===== src/rtl/pwm_pkg.sv =====
// Shared constants and the duty compare rule for the PWM peripheral.
package pwm_pkg;

   localparam int             PWM_CNT_W        = 8;
   localparam logic [7:0]     DUTY_FULL        = 8'hFF;
   localparam int             PWM_PRESCALE_DEF = 13;
   localparam int             NUM_OUT          = 16;

   // Full scale is a deliberate always-on rather than 255/256.
   function automatic logic pwm_compare(input logic [PWM_CNT_W-1:0] cnt,
                                        input logic [PWM_CNT_W-1:0] duty);
      return (duty == DUTY_FULL) || (cnt < duty);
   endfunction

endpackage


===== src/rtl/pwm_timebase.sv =====
// Prescaler plus 8-bit period counter; tick marks each count step, wrap marks 255->0.
module pwm_timebase
   import pwm_pkg::*;
#(
   parameter int PRESCALE = PWM_PRESCALE_DEF
) (
   input  logic                 clk,
   input  logic                 rst_n,
   output logic [PWM_CNT_W-1:0] cnt,
   output logic                 tick,
   output logic                 wrap
);

   localparam int             P_W    = (PRESCALE > 1) ? $clog2(PRESCALE) : 1;
   localparam logic [P_W-1:0] P_LAST = P_W'(PRESCALE - 1);

   logic [P_W-1:0] p;

   assign tick = (p == P_LAST);
   assign wrap = tick && (cnt == {PWM_CNT_W{1'b1}});

   always_ff @(posedge clk or negedge rst_n) begin
      if (!rst_n) begin
         p   <= '0;
         cnt <= '0;
      end else begin
         if (tick) begin
            p   <= '0;
            cnt <= cnt + 1'b1;
         end else begin
            p   <= p + 1'b1;
         end
      end
   end

endmodule


===== src/rtl/pwm_peripheral.sv =====
// Drives 16 user outputs low / high / PWM from the SPI register file.
// Build option PWM_SHADOW_EN: duty is shadowed and only updated at the period wrap.
module pwm_peripheral
   import pwm_pkg::*;
#(
   parameter int PRESCALE = PWM_PRESCALE_DEF
) (
   input  logic               clk,
   input  logic               rst_n,
   input  logic [7:0]         en_reg_out_7_0,
   input  logic [7:0]         en_reg_out_15_8,
   input  logic [7:0]         en_reg_pwm_7_0,
   input  logic [7:0]         en_reg_pwm_15_8,
   input  logic [7:0]         pwm_duty_cycle,
   output logic [NUM_OUT-1:0] out,
   output logic               period_start
);

   logic [NUM_OUT-1:0]   en_out;
   logic [NUM_OUT-1:0]   en_pwm;
   logic [PWM_CNT_W-1:0] cnt;
   logic [PWM_CNT_W-1:0] duty_act;
   logic                 tick;
   logic                 wrap;
   logic                 period_end;
   logic                 pwm_level;

   assign en_out = {en_reg_out_15_8, en_reg_out_7_0};
   assign en_pwm = {en_reg_pwm_15_8, en_reg_pwm_7_0};

   pwm_timebase #(
      .PRESCALE (PRESCALE)
   ) u_timebase (
      .clk   (clk),
      .rst_n (rst_n),
      .cnt   (cnt),
      .tick  (tick),
      .wrap  (wrap)
   );

   // wrap already implies tick; qualifying keeps the boundary tied to a count step.
   assign period_end = tick & wrap;

`ifdef PWM_SHADOW_EN
   always_ff @(posedge clk or negedge rst_n) begin
      if (!rst_n) begin
         duty_act <= '0;
      end else if (period_end) begin
         duty_act <= pwm_duty_cycle;
      end
   end
`else
   assign duty_act = pwm_duty_cycle;
`endif

   assign pwm_level = pwm_compare(cnt, duty_act);

   always_ff @(posedge clk or negedge rst_n) begin
      if (!rst_n) begin
         out          <= '0;
         period_start <= 1'b0;
      end else begin
         out          <= en_out & (~en_pwm | {NUM_OUT{pwm_level}});
         period_start <= period_end;
      end
   end

endmodule


===== config.mk =====
export PLATFORM = sky130hd
export DESIGN_NAME = pwm_peripheral
export DESIGN_NICKNAME = d
export VERILOG_FILES = /design/src/rtl/pwm_pkg.sv /design/src/rtl/pwm_timebase.sv /design/src/rtl/pwm_peripheral.sv
export SDC_FILE = /design/constraint.sdc
export NUM_CORES = 1
export LEC_CHECK = 0
export CORE_MARGIN = 2
export CORE_UTILIZATION = 42
export CTS_CLUSTER_DIAMETER = 200
export DETAILED_ROUTE_END_ITERATION = 10
export GPL_TIMING_DRIVEN = 0
export PLACE_DENSITY = 0.8
export RECOVER_POWER = 50
export SLEW_MARGIN = 25
export SYNTH_ARGS = -nofsm -noshare
export SYNTH_HDL_FRONTEND = slang
export SYNTH_SLANG_ARGS = --single-unit

===== constraint.sdc =====
create_clock -name clk -period 2.1 [get_ports clk]
set_clock_uncertainty 0.15 [all_clocks]
set_input_delay 0.315 -clock clk [delete_from_list [all_inputs] [get_ports clk]]
set_output_delay 0.315 -clock clk [all_outputs]
set_load 0.02 [all_outputs]

==> run_results.csv <==
group,metric,value,unit
outcome,status,"complete, no violations",
clock_network,cts_root_buf,"clkbuf_4",
pwr,finalPower,1.07,mW
timing,slew_headroom,52.1,%
worst_setup_path,critPathKind,"input port to register",
timing,report.final.slew_viol_count,0,
logic_synthesis,yosysMostFrequentCell,"dfrtp_1",
place,dp_hpwl,2450,µm
cells_and_area,diodes,0,
logic_synthesis,synth_cell_types,27,
timing,whs,325,ps
cells_and_area,fin_area,2130,µm²
min_path,hold_depth,1,
clock_network,cts_tree,"done",
routing,route.detailed.drc,0,
clock_network,cts_sinks,29,
global_route,grt_pass1_vias,1162,
place,globalplace.congestion,0.735,
timing,setup_violations,0,
min_path,min_from,"u_timebase.p[3]",
worst_setup_path,endpoint_kind,"register",
cells_and_area,drive_above_1_share,16.5,%
cells_and_area,utilization,69.1,%
worst_setup_path,worstReg2RegStart,"u_timebase.cnt[5]",
timing,min_period,2050,ps
global_route,grt_max_degree,30,
global_route,use_met3,8.40,%
clock_network,cts_buffers,5,
worst_setup_path,worstSetupStartpointType,"input port",
logic_synthesis,syn_nets,159,
pwr,power_leakage,0.927,nW
routing,viasPerCell,4.82,
cells_and_area,fillers,228,
worst_setup_path,cp_top_family,"buffers and inverters",
global_route,grt_overflow,0,
logic_synthesis,yosysTopAreaCell,"dfrtp_1",
logic_synthesis,yosysSeqAreaShare,53.1,%
global_route,met1_usage,18.9,%
floorplan,die_h,61.0,µm
floorplan,core_area,3080,µm²
routing,dr.pass1.iters,4,
logic_synthesis,synth_cells,107,
logic_synthesis,synth_top_area_share,53.1,%
worst_setup_path,required,2140,ps
global_route,grt_usage,17.9,%
min_path,hp-class,"register to register",
routing,antenna_left,0,
place,port_buffers,58,
worst_setup_path,crit_buf_inv,3,
routing,wl,3130,µm
clock_network,clk_pin_slew,80,ps
worst_setup_path,reg2regPathDepth,6,
cells_and_area,multi_input_area,628,µm²
cells_and_area,area_growth,55.6,%
global_route,grt_use_met2,29.9,%
clock_network,clock_latency,310,ps
logic_synthesis,synth_commonest_cells,"29 x dfrtp_1, 11 x inv_1, 10 x a21boi_2, 10 x ha_1",
cells_and_area,seq_area,726,µm²
floorplan,pin_count,59,
timing,worst_slack,54.5,ps
worst_setup_path,crit_path_top_delay_cell,"clkdlybuf4s50_1",
cells_and_area,final_nets,227,
place,placed_cells,209,
logic_synthesis,synth_ff_type,"dfrtp_1",
min_path,holdPathEnd,"u_timebase.p[3]",
logic_synthesis,synth.cell_area,1370,µm²
logic_synthesis,ys_ff_latch,29,
worst_setup_path,worstReg2RegEnd,"out[0]",
floorplan,num_rows,20,
run,maxCapViolations,0,
timing,max_freq,0.489,GHz
routing,post_drt_wl_per_cell,14.2,µm
routing,vias,1060,
timing,worst_slew_pin_slew,718,ps
global_route,top_usage_layer,"met2",
logic_synthesis,synth_edf_count,0,
global_route,antenna_found_initial,0,
place,post-place-ws,-343,ps
floorplan,start_util,44.4,%
pwr,ir_drop,0.000404,V
floorplan,die_area,3730,µm²
timing,period_share,97.4,%
floorplan,die_w,61.0,µm
global_route,grt_pass1_wl,4750,µm
timing,tns,0,ps
clock_network,ctsHtreeMaxLevel,2,
routing,drt-initial-drc-count,11,
clock_network,cts_buffer_depth,2,
logic_synthesis,synthArstFlopShare,100,%
worst_setup_path,r2r_slack,120,ps
logic_synthesis,yosysWarnings,0,
worst_setup_path,path_max_fanout,7,
worst_setup_path,arrival,2090,ps
worst_setup_path,max_stage_delay,490,ps
place,placed_area,2000,µm²
pwr,powerDensity,504,nW/µm²
logic_synthesis,yosys-top-cells-area,"dfrtp_1 53%, ha_1 9.2%, a21boi_2 8.2%",
logic_synthesis,syn_area_per_cell,12.8,µm²
worst_setup_path,critical_path.cell_chain,"clkdlybuf4s50_1 > inv_1 > ha_4 > and4_1 > o21ai_2 > o32ai_4 > buf_4 > a21boi_0",
timing,hold_violations,0,
cells_and_area,fin_cells,220,
==> final cells by class <==
type,count,share of cell area (%)
timing repair buffer,61,28.8
sequential,29,34.1
multi-input combinational,65,29.5
clock buffer,8,2.30
buffer,2,0.706
tap,44,2.59
inverter,11,1.94
==> power by group <==
part	switching [mW]	total (mW)	leakage, nW	internal [mW]
Sequential	0.00451	0.578	0.348	0.574
Combinational	0.0718	0.187	0.552	0.115
Clock	0.172	0.306	0.0265	0.133
Total	0.249	1.07	0.927	0.822
==> worst max-delay path by stage <==
stage,startpoint,to,slack [ps],cells past startpoint
6_report,pwm_duty_cycle[6],out[0],50,8
5_1_grt,u_timebase.p[0],u_timebase.cnt[5],-4,7
4_1_cts,pwm_duty_cycle[7],out[11],3,8
3_5_place_dp,pwm_duty_cycle[7],out[11],-340,8
3_3_place_gp,pwm_duty_cycle[6],out[11],-280,8
2_1_floorplan,u_timebase.cnt[6],out[10],270,6
==> per-layer routing <==
layer	share of wire [%]	wire [µm]
met2	54	1690
met4	1.3	40
met5	0	0
met3	9.2	287
met1	36	1120
==> what timing repair did <==
action                                 4_1_cts  5_1_grt
buffers inserted                             0        1
setup endpoints to repair                   10       10
pin swaps                                    1        2
endpoints found under the hold margin       29        0
hold buffers                                 1        0
gates resized for setup                      0       13
gates cloned                                 0        1
==> logic make-up (layout without fill, tap and decap cells) <==
family,Yosys count,count (layout),synth area share [%]
DFF,29,29,53.1
AOI/OAI and AO/OA,26,26,19.5
and+or+nand+nor,20,20,8.06
buffers and inverters,13,82,4.21
adders and majority gates,10,10,9.16
xor gates and xnor gates,8,8,5.13
muxes,1,1,0.824
==> sequential cells by signal, indices dropped and copies added (netlist names) <==
signal and flops:
u_timebase.p 4, out 16, period_start 1, u_timebase.cnt 8
==> layout by cell type, fill, tap and decap left out, types with 2 or more instances in the layout <==
master	netlist	routed
a21boi_0	6	5
a21boi_2	10	10
and3_1	2	2
buf_6	1	2
clkbuf_1	0	4
clkbuf_4	0	5
clkdlybuf4s50_1	0	54
dfrtp_1	29	29
dlymetal6s2s_1	0	3
ha_1	10	7
ha_4	0	3
inv_1	11	10
nand2_1	3	3
nand4_1	5	5
nor2_1	6	6
xnor2_1	6	6
xor2_1	2	2
(Power assumes the default switching activity.)
